File: src/rtl/hazard_pkg.sv
// Shared types and constants for the forwarding/hazard unit and its stage tracker.
// Latency: not applicable (types and constants only).
// Backpressure: not applicable.
package hazard_pkg;

    localparam int         SEL_W  = 3;
    localparam logic [4:0] REG_X0 = 5'd0;

    // One in-flight instruction as seen by the forwarding search
    typedef struct packed {
        logic       valid;
        logic [4:0] rd;
        logic       wr;
        logic       is_load;
    } stage_rec_t;

endpackage

File: src/rtl/fwd_hazard_unit_if.sv
// Decode-side request and hazard-unit response bundle.
// Latency: wires only; the unit answers combinationally in the same cycle.
// Backpressure: the stall output holds decode; there is no ready/valid pair.
interface fwd_hazard_unit_if #(
    parameter int NUM_STAGES = 2,
    parameter int CNT_W      = 32
);
    import hazard_pkg::*;

    logic                  dec_valid;
    logic [4:0]            dec_rs1;
    logic [4:0]            dec_rs2;
    logic                  dec_use_rs1;
    logic                  dec_use_rs2;
    logic [4:0]            dec_rd;
    logic                  dec_wr;
    logic                  dec_is_load;
    logic                  redirect;
    logic                  cnt_clr;

    logic [SEL_W-1:0]      fwd_rs1_sel;
    logic [SEL_W-1:0]      fwd_rs2_sel;
    logic                  stall;
    logic [NUM_STAGES-1:0] stage_valid;
    logic [CNT_W-1:0]      stall_count;
    logic [CNT_W-1:0]      flush_count;

    modport master (
        output dec_valid, dec_rs1, dec_rs2, dec_use_rs1, dec_use_rs2,
               dec_rd, dec_wr, dec_is_load, redirect, cnt_clr,
        input  fwd_rs1_sel, fwd_rs2_sel, stall, stage_valid,
               stall_count, flush_count
    );

    modport slave (
        input  dec_valid, dec_rs1, dec_rs2, dec_use_rs1, dec_use_rs2,
               dec_rd, dec_wr, dec_is_load, redirect, cnt_clr,
        output fwd_rs1_sel, fwd_rs2_sel, stall, stage_valid,
               stall_count, flush_count
    );

endinterface

File: src/rtl/hazard_stage_pipe.sv
// Shift register of in-flight instruction records; index 0 is stage 1 (EX).
// Latency: one cycle per stage; stage 1 takes a bubble when load is low.
// Backpressure: none; downstream stages always advance.
module hazard_stage_pipe
    import hazard_pkg::*;
#(
    parameter int NUM_STAGES = 2
) (
    input  logic                        clk,
    input  logic                        rst,
    input  logic                        load,
    input  stage_rec_t                  in_rec,
    output stage_rec_t [NUM_STAGES-1:0] stages
);

    // Shift every cycle; stage 1 takes either the decode record or a bubble
    always_ff @(posedge clk) begin
        if (rst) begin
            stages <= '0;
        end else begin
            stages[0] <= load ? in_rec : '0;
            for (int k = 1; k < NUM_STAGES; k++) begin
                stages[k] <= stages[k-1];
            end
        end
    end

endmodule

File: src/rtl/fwd_hazard_unit.sv
// Per-operand youngest-source forwarding select, load-use stall, redirect squash, perf counters.
// Latency: selects and stall are combinational from stage state and decode inputs.
// Backpressure: stall holds PC/decode and inserts a bubble into stage 1; redirect overrides stall.
module fwd_hazard_unit
    import hazard_pkg::*;
#(
    parameter int NUM_STAGES = 2,
    parameter int LOAD_LAT   = 2,
    parameter int CNT_W      = 32
) (
    input  logic               clk,
    input  logic               rst,
    fwd_hazard_unit_if.slave   bus
);

    stage_rec_t [NUM_STAGES-1:0] stages;
    stage_rec_t                  dec_rec;
    logic                        stall;
    logic                        load_s1;
    logic [CNT_W-1:0]            stall_cnt;
    logic [CNT_W-1:0]            flush_cnt;

    assign dec_rec = '{valid: 1'b1, rd: bus.dec_rd, wr: bus.dec_wr, is_load: bus.dec_is_load};

    for (genvar g = 0; g < 2; g++) begin : g_op
        logic [4:0]       addr;
        logic             use_op;
        logic [SEL_W-1:0] sel;
        logic             haz;

        assign addr   = (g == 0) ? bus.dec_rs1 : bus.dec_rs2;
        assign use_op = (g == 0) ? bus.dec_use_rs1 : bus.dec_use_rs2;

        // Scan oldest to youngest so the smallest matching stage index wins
        always_comb begin
            sel = '0;
            haz = 1'b0;
            if (use_op && addr != REG_X0) begin
                for (int k = NUM_STAGES; k >= 1; k--) begin
                    if (stages[k-1].valid && stages[k-1].wr && stages[k-1].rd == addr) begin
                        if (stages[k-1].is_load && k < LOAD_LAT) begin
                            sel = '0;
                            haz = 1'b1;
                        end else begin
                            sel = SEL_W'(k);
                            haz = 1'b0;
                        end
                    end
                end
            end
        end
    end

    assign stall   = bus.dec_valid && (g_op[0].haz || g_op[1].haz) && !bus.redirect;
    assign load_s1 = bus.dec_valid && !stall && !bus.redirect;

    hazard_stage_pipe #(
        .NUM_STAGES (NUM_STAGES)
    ) u_pipe (
        .clk    (clk),
        .rst    (rst),
        .load   (load_s1),
        .in_rec (dec_rec),
        .stages (stages)
    );

    // Collect per-stage valid bits for the pipeline view
    always_comb begin
        bus.stage_valid = '0;
        for (int k = 0; k < NUM_STAGES; k++) begin
            bus.stage_valid[k] = stages[k].valid;
        end
    end

    // Saturating event counters; clear beats increment
    always_ff @(posedge clk) begin
        if (rst) begin
            stall_cnt <= '0;
            flush_cnt <= '0;
        end else begin
            if (bus.cnt_clr) begin
                stall_cnt <= '0;
            end else if (stall && stall_cnt != '1) begin
                stall_cnt <= stall_cnt + CNT_W'(1);
            end
            if (bus.cnt_clr) begin
                flush_cnt <= '0;
            end else if (bus.redirect && flush_cnt != '1) begin
                flush_cnt <= flush_cnt + CNT_W'(1);
            end
        end
    end

    assign bus.fwd_rs1_sel = g_op[0].sel;
    assign bus.fwd_rs2_sel = g_op[1].sel;
    assign bus.stall       = stall;
    assign bus.stall_count = stall_cnt;
    assign bus.flush_count = flush_cnt;

endmodule

File: src/flat_wrapper.sv
// flat-port wrapper written by rule: the top's interface ports become plain ports
module fwd_hazard_unit_flat import hazard_pkg::*;
#(
    parameter int NUM_STAGES = 2,
    parameter int LOAD_LAT   = 2,
    parameter int CNT_W      = 32
)
  (clk, rst, bus_dec_valid, bus_dec_rs1, bus_dec_rs2, bus_dec_use_rs1, bus_dec_use_rs2, bus_dec_rd, bus_dec_wr, bus_dec_is_load, bus_redirect, bus_cnt_clr, bus_fwd_rs1_sel, bus_fwd_rs2_sel, bus_stall, bus_stage_valid, bus_stall_count, bus_flush_count);
  fwd_hazard_unit_if #(.NUM_STAGES(NUM_STAGES), .CNT_W(CNT_W)) bus_i ();
  input  logic clk;
  input  logic rst;
  input wire logic [$bits(bus_i.dec_valid)-1:0] bus_dec_valid;
  input wire logic [$bits(bus_i.dec_rs1)-1:0] bus_dec_rs1;
  input wire logic [$bits(bus_i.dec_rs2)-1:0] bus_dec_rs2;
  input wire logic [$bits(bus_i.dec_use_rs1)-1:0] bus_dec_use_rs1;
  input wire logic [$bits(bus_i.dec_use_rs2)-1:0] bus_dec_use_rs2;
  input wire logic [$bits(bus_i.dec_rd)-1:0] bus_dec_rd;
  input wire logic [$bits(bus_i.dec_wr)-1:0] bus_dec_wr;
  input wire logic [$bits(bus_i.dec_is_load)-1:0] bus_dec_is_load;
  input wire logic [$bits(bus_i.redirect)-1:0] bus_redirect;
  input wire logic [$bits(bus_i.cnt_clr)-1:0] bus_cnt_clr;
  output wire logic [$bits(bus_i.fwd_rs1_sel)-1:0] bus_fwd_rs1_sel;
  output wire logic [$bits(bus_i.fwd_rs2_sel)-1:0] bus_fwd_rs2_sel;
  output wire logic [$bits(bus_i.stall)-1:0] bus_stall;
  output wire logic [$bits(bus_i.stage_valid)-1:0] bus_stage_valid;
  output wire logic [$bits(bus_i.stall_count)-1:0] bus_stall_count;
  output wire logic [$bits(bus_i.flush_count)-1:0] bus_flush_count;
  assign bus_i.dec_valid = bus_dec_valid;
  assign bus_i.dec_rs1 = bus_dec_rs1;
  assign bus_i.dec_rs2 = bus_dec_rs2;
  assign bus_i.dec_use_rs1 = bus_dec_use_rs1;
  assign bus_i.dec_use_rs2 = bus_dec_use_rs2;
  assign bus_i.dec_rd = bus_dec_rd;
  assign bus_i.dec_wr = bus_dec_wr;
  assign bus_i.dec_is_load = bus_dec_is_load;
  assign bus_i.redirect = bus_redirect;
  assign bus_i.cnt_clr = bus_cnt_clr;
  assign bus_fwd_rs1_sel = bus_i.fwd_rs1_sel;
  assign bus_fwd_rs2_sel = bus_i.fwd_rs2_sel;
  assign bus_stall = bus_i.stall;
  assign bus_stage_valid = bus_i.stage_valid;
  assign bus_stall_count = bus_i.stall_count;
  assign bus_flush_count = bus_i.flush_count;
  fwd_hazard_unit #(.NUM_STAGES(NUM_STAGES), .LOAD_LAT(LOAD_LAT), .CNT_W(CNT_W)) u_core (.clk(clk), .rst(rst), .bus(bus_i));
endmodule
File: config.mk
export PLATFORM = sky130hd
export DESIGN_NAME = fwd_hazard_unit_flat
export DESIGN_NICKNAME = d
export VERILOG_FILES = /design/src/rtl/hazard_pkg.sv /design/src/rtl/fwd_hazard_unit_if.sv /design/src/rtl/hazard_stage_pipe.sv /design/src/rtl/fwd_hazard_unit.sv /design/src/flat_wrapper.sv
export SDC_FILE = /design/constraint.sdc
export NUM_CORES = 1
export LEC_CHECK = 0
export BUFFER_PORTS_ARGS = -buffer_cell sky130_fd_sc_hd__buf_2
export CAP_MARGIN = 5
export CORE_ASPECT_RATIO = 0.6
export CORE_MARGIN = 2
export CORE_UTILIZATION = 35
export CTS_CLUSTER_SIZE = 24
export DETAILED_ROUTE_END_ITERATION = 8
export PLACE_DENSITY = 0.59
export SYNTH_ARGS = -nofsm -noshare
export SYNTH_HDL_FRONTEND = slang
export SYNTH_HIERARCHICAL = 1
export SYNTH_SLANG_ARGS = --single-unit
File: constraint.sdc
create_clock -name clk -period 3.6 [get_ports clk]
set_input_delay 0.72 -clock clk [delete_from_list [all_inputs] [get_ports clk]]
set_output_delay 0.72 -clock clk [all_outputs]
set_load 0.05 [all_outputs]
# Yosys cells after proc, flatten, opt, wreduce, memory -nomap -nowiden
# Index checks and enable logic that the tools add are counted.
# W data, S select, Z words.
# word_totals
reg_bits,79
output_inout_bits,73
elab_cells,52
# classes
addsub,2
n_eq_ne,6
muxes,13
n_bitwise,1
n_reduce_logical,21
# ops
operator,n
$add A32 B1 Y32 const B,2
$ne A32 B32 Y1 const B,2
$eq A5 B5 Y1,4
$logic_and A1 B1 Y1,14
$mux W3,4
$reduce_bool A5 Y1,2
$mux W8,1
$mux W1,6
$mux W2,2
$reduce_or A2 Y1,2
$logic_not A1 Y1,2
$logic_or A1 B1 Y1,1
$not A1 Y1,1

# Depth between registers and ports, before layout
# logic_depth
word_depth,12
depth_mapped,9
mapped_depth_nobuf,7

# By module
# The synthesis kept the hierarchy.
# modules_own_cells
mod,n_inst,cells_each,area_per_inst_um2,seq_area_each_um2
fwd_hazard_unit,1,433,3525.9,1281.2
hazard_stage_pipe,1,33,451.7,320.3

# Least setup slack after synthesis
# No wires, ideal clock.
# synth_timing
path_type,input -> output
start,input bus_dec_rs1[3]
end,output bus_fwd_rs1_sel[1]
t_arrival_ps,2297
t_required_ps,2880
setup_slack_ps,583
stages,4
path_buffers,0
path_cell_list,xor2_1 > nor4_1 > nand4_1 > nor3_1
# synth_between
elab_chain_len,5
# synth_lines
item,line,rtl
"start, declared",flat_wrapper.sv:13,input wire logic [$bits(bus_i.dec_rs1)-1:0] bus_dec_rs1;
$eq A5 B5 Y1,fwd_hazard_unit.sv:40,if (stages[k-1].valid && stages[k-1].wr && stages[k-1].rd == addr) begin
$logic_and A1 B1 Y1,fwd_hazard_unit.sv:40,
$mux W2,fwd_hazard_unit.sv:40,
$mux W3,fwd_hazard_unit.sv:40,
$mux W3 (*),fwd_hazard_unit.sv:38,if (use_op && addr != REG_X0) begin
"end, declared",flat_wrapper.sv:22,output wire logic [$bits(bus_i.fwd_rs1_sel)-1:0] bus_fwd_rs1_sel;
# Mark *: on every way between the ends. The rest lies on a longest branch, timed or not.

# Final worst setup path
# layout_timing
start,input bus_dec_rs2[1]
end,output bus_stall
# layout_between
elab_chain_len,7
# layout_lines
item,line,rtl
"start, declared",flat_wrapper.sv:14,input wire logic [$bits(bus_i.dec_rs2)-1:0] bus_dec_rs2;
$eq A5 B5 Y1,fwd_hazard_unit.sv:40,
$logic_and A1 B1 Y1,fwd_hazard_unit.sv:40,
$mux W1,fwd_hazard_unit.sv:40,
$mux W1 (*),fwd_hazard_unit.sv:38,
$logic_or A1 B1 Y1 (*),fwd_hazard_unit.sv:54,assign stall = bus.dec_valid && (g_op[0].haz || g_op[1].haz) && !bus.redirect;
$logic_and A1 B1 Y1 (*) (2 in a row),fwd_hazard_unit.sv:54,
"end, declared",flat_wrapper.sv:24,output wire logic [$bits(bus_i.stall)-1:0] bus_stall;
# Marks and branches as above.

==> flow_metrics.py <==
metrics = {
    "run_status": {
        "status": "completed",
    },
    "finish": {
        "syn2layout_area_growth_pct": 22.7,
        "post-route-util_pct": 45.0,
        "fill_cells": 1091,
        "nets": 581,
        "n_antenna_cell": 0,
        "multi_input_area_um2": 2270,
        "seq_area_um2": 1580,
        "fin_cells": 699,
        "drive_gt1_share_pct": 22.0,
    },
    "clocking": {
        "clockRootBuffer": "clkbuf_16",
        "cts.sink_count": 79,
        "numCtsBuffers": 9,
        "cts_buffer_depth": 2,
        "cts_setup_buffers": 0,
        "cts_tree": "done",
        "hold_buffers": 0,
        "cts_resized": 0,
        "cts_max_level": 3,
        "path_clk_slew_ns": 0.06,
        "clock_latency_ns": 0.33,
    },
    "sta": {
        "slew_headroom_pct": 41.3,
        "fmax_mhz": 334,
        "worst_slew_pin_slew_ns": 0.880,
        "slew_violations": 0,
        "fin_ws_ns": 0.610,
        "fin_crit_ns": 2.99,
        "grt_setup_unrepaired": "no",
        "finalClockSkew_ns": 0.00638,
        "hold_viol": 0,
        "period_share_pct": 83.1,
        "tns_ns": 0,
        "final-setup-viol-count": 0,
    },
    "global_route": {
        "grt_pass1_wl_mm": 17.2,
        "grt_overflow": 0,
        "track_usage_pct": 17.8,
        "antenna_found_initial": 0,
        "grt_pass1_vias": 3334,
        "grt_max_degree": 44,
    },
    "critical_path": {
        "worstSetupStartpointType": "input pin",
        "critPathMaxStageDelay_ns": 0.51,
        "path_buf_inv": 3,
        "crit_type": "input pin to output port",
        "cp.arrival_ns": 2.27,
        "cp_top_family": "simple AND/OR/NAND/NOR gates",
        "cp_cell_sequence": "buf_2, or4_1, o21ai_1, nor4_2, o21ai_1, inv_1, buf_2",
        "crit_path_max_fanout": 4,
        "critPathSlowestCell": "or4_1",
        "endpoint_kind": "output port",
        "worstPathRequired_ns": 2.88,
    },
    "routing": {
        "drc": 0,
        "dr.pass1.iters": 5,
        "vias_per_cell": 5.36,
        "vias": 3750,
        "drt-total-wl_mm": 10.7,
        "drt_iter0_drc": 222,
        "final_antenna_net_count": 0,
        "routedWlPerCell_um": 15.3,
    },
    "placement": {
        "place_congestion": 0.913,
        "io_buffers": 94,
        "place_hpwl_mm": 7.79,
        "pre_cts_slack_ns": 0.647,
        "place_inst": 683,
    },
    "floorplanning": {
        "initial_utilization_pct": 36.7,
        "die_area_um2": 12200,
        "die_w_um": 141,
        "core_um2": 10800,
        "die_h_um": 86.3,
        "rows": 29,
        "ios": 97,
    },
    "power": {
        "total_power_w": 0.00191,
        "ir_drop_mv": 0.228,
        "power_per_cell_area_nw_per_um2": 394,
        "p_leak_nw": 1.95,
    },
    "synth": {
        "syn_area_per_cell_um2": 8.52,
        "synth_warnings": 6,
        "synthesis.area_um2": 3950,
        "synthCells": 464,
    },
    "job": {
        "maxCapViolCount": 0,
    },
    "min_path": {
        "hold_path_class": "flop to flop",
    },
}
==> sequential cells by signal (all words and copies together) (netlist names) <==
name / cells
u_core/u_pipe/stages: 15
u_core/bus.stall_count: 32
u_core/bus.flush_count: 32
==> final cells by class <==
class | instances | area share, %
multi-input cells | 364 | 46.9
flip-flops and latches | 79 | 32.6
repair buffers | 99 | 10.5
clock buffers | 12 | 4.88
well taps | 139 | 3.59
clock inverters | 4 | 1.44
inverters | 2 | 0.155
==> placed cells by master, fill, tap and decap left out, drive strengths merged, types with 12 or more instances in the layout <==
cell / n
nor2: 43
nand4: 28
and3: 15
nand3: 27
dfxtp: 79
and4: 12
buf: 99
clkbuf: 12
nand2: 27
xor2: 42
o21ai: 28
a21oi: 29
or3: 24
==> metal layers <==
metal  global-route usage, %  vias up  routed length [um]
li1                        -     1862                   -
met1                    26.9     1773                5630
met2                    24.8      108                4390
met3                    4.53        7                 617
met4                    4.82        0                  79
met5                       0        -                   0
==> worst paths after layout <==
path / start / slack, ns / cells after the start / endpoint
hold / removal: u_core/u_pipe/stages[1] / 0.48 / 1 / u_core/u_pipe/stages[9]
setup / recovery: bus_dec_rs2[1] / 0.61 / 7 / bus_stall
setup reg to reg: u_core/bus.stall_count[13] / 1.15 / 7 / u_core/bus.stall_count[10]
hold reg to reg: u_core/u_pipe/stages[1] / 0.48 / 1 / u_core/u_pipe/stages[9]
==> metrics by stage <==
step	area (um2)	hold slack, ns
2_1_floorplan	3960	0.438
6_report	4850	0.477
5_1_grt	4850	0.473
3_5_place_dp	4540	0.459
4_1_cts	4850	0.472
3_3_place_gp	4540	0.445
==> where the power goes <==
part / switching (W) / total (W) / leakage [nW] / internal, W
Combinational: 0.0000482 / 0.0000752 / 1.16 / 0.0000270
Sequential: 0.00000450 / 0.000883 / 0.637 / 0.000879
Clock: 0.000348 / 0.000954 / 0.151 / 0.000606
Note: power is estimated with default switching activity, not from simulation.
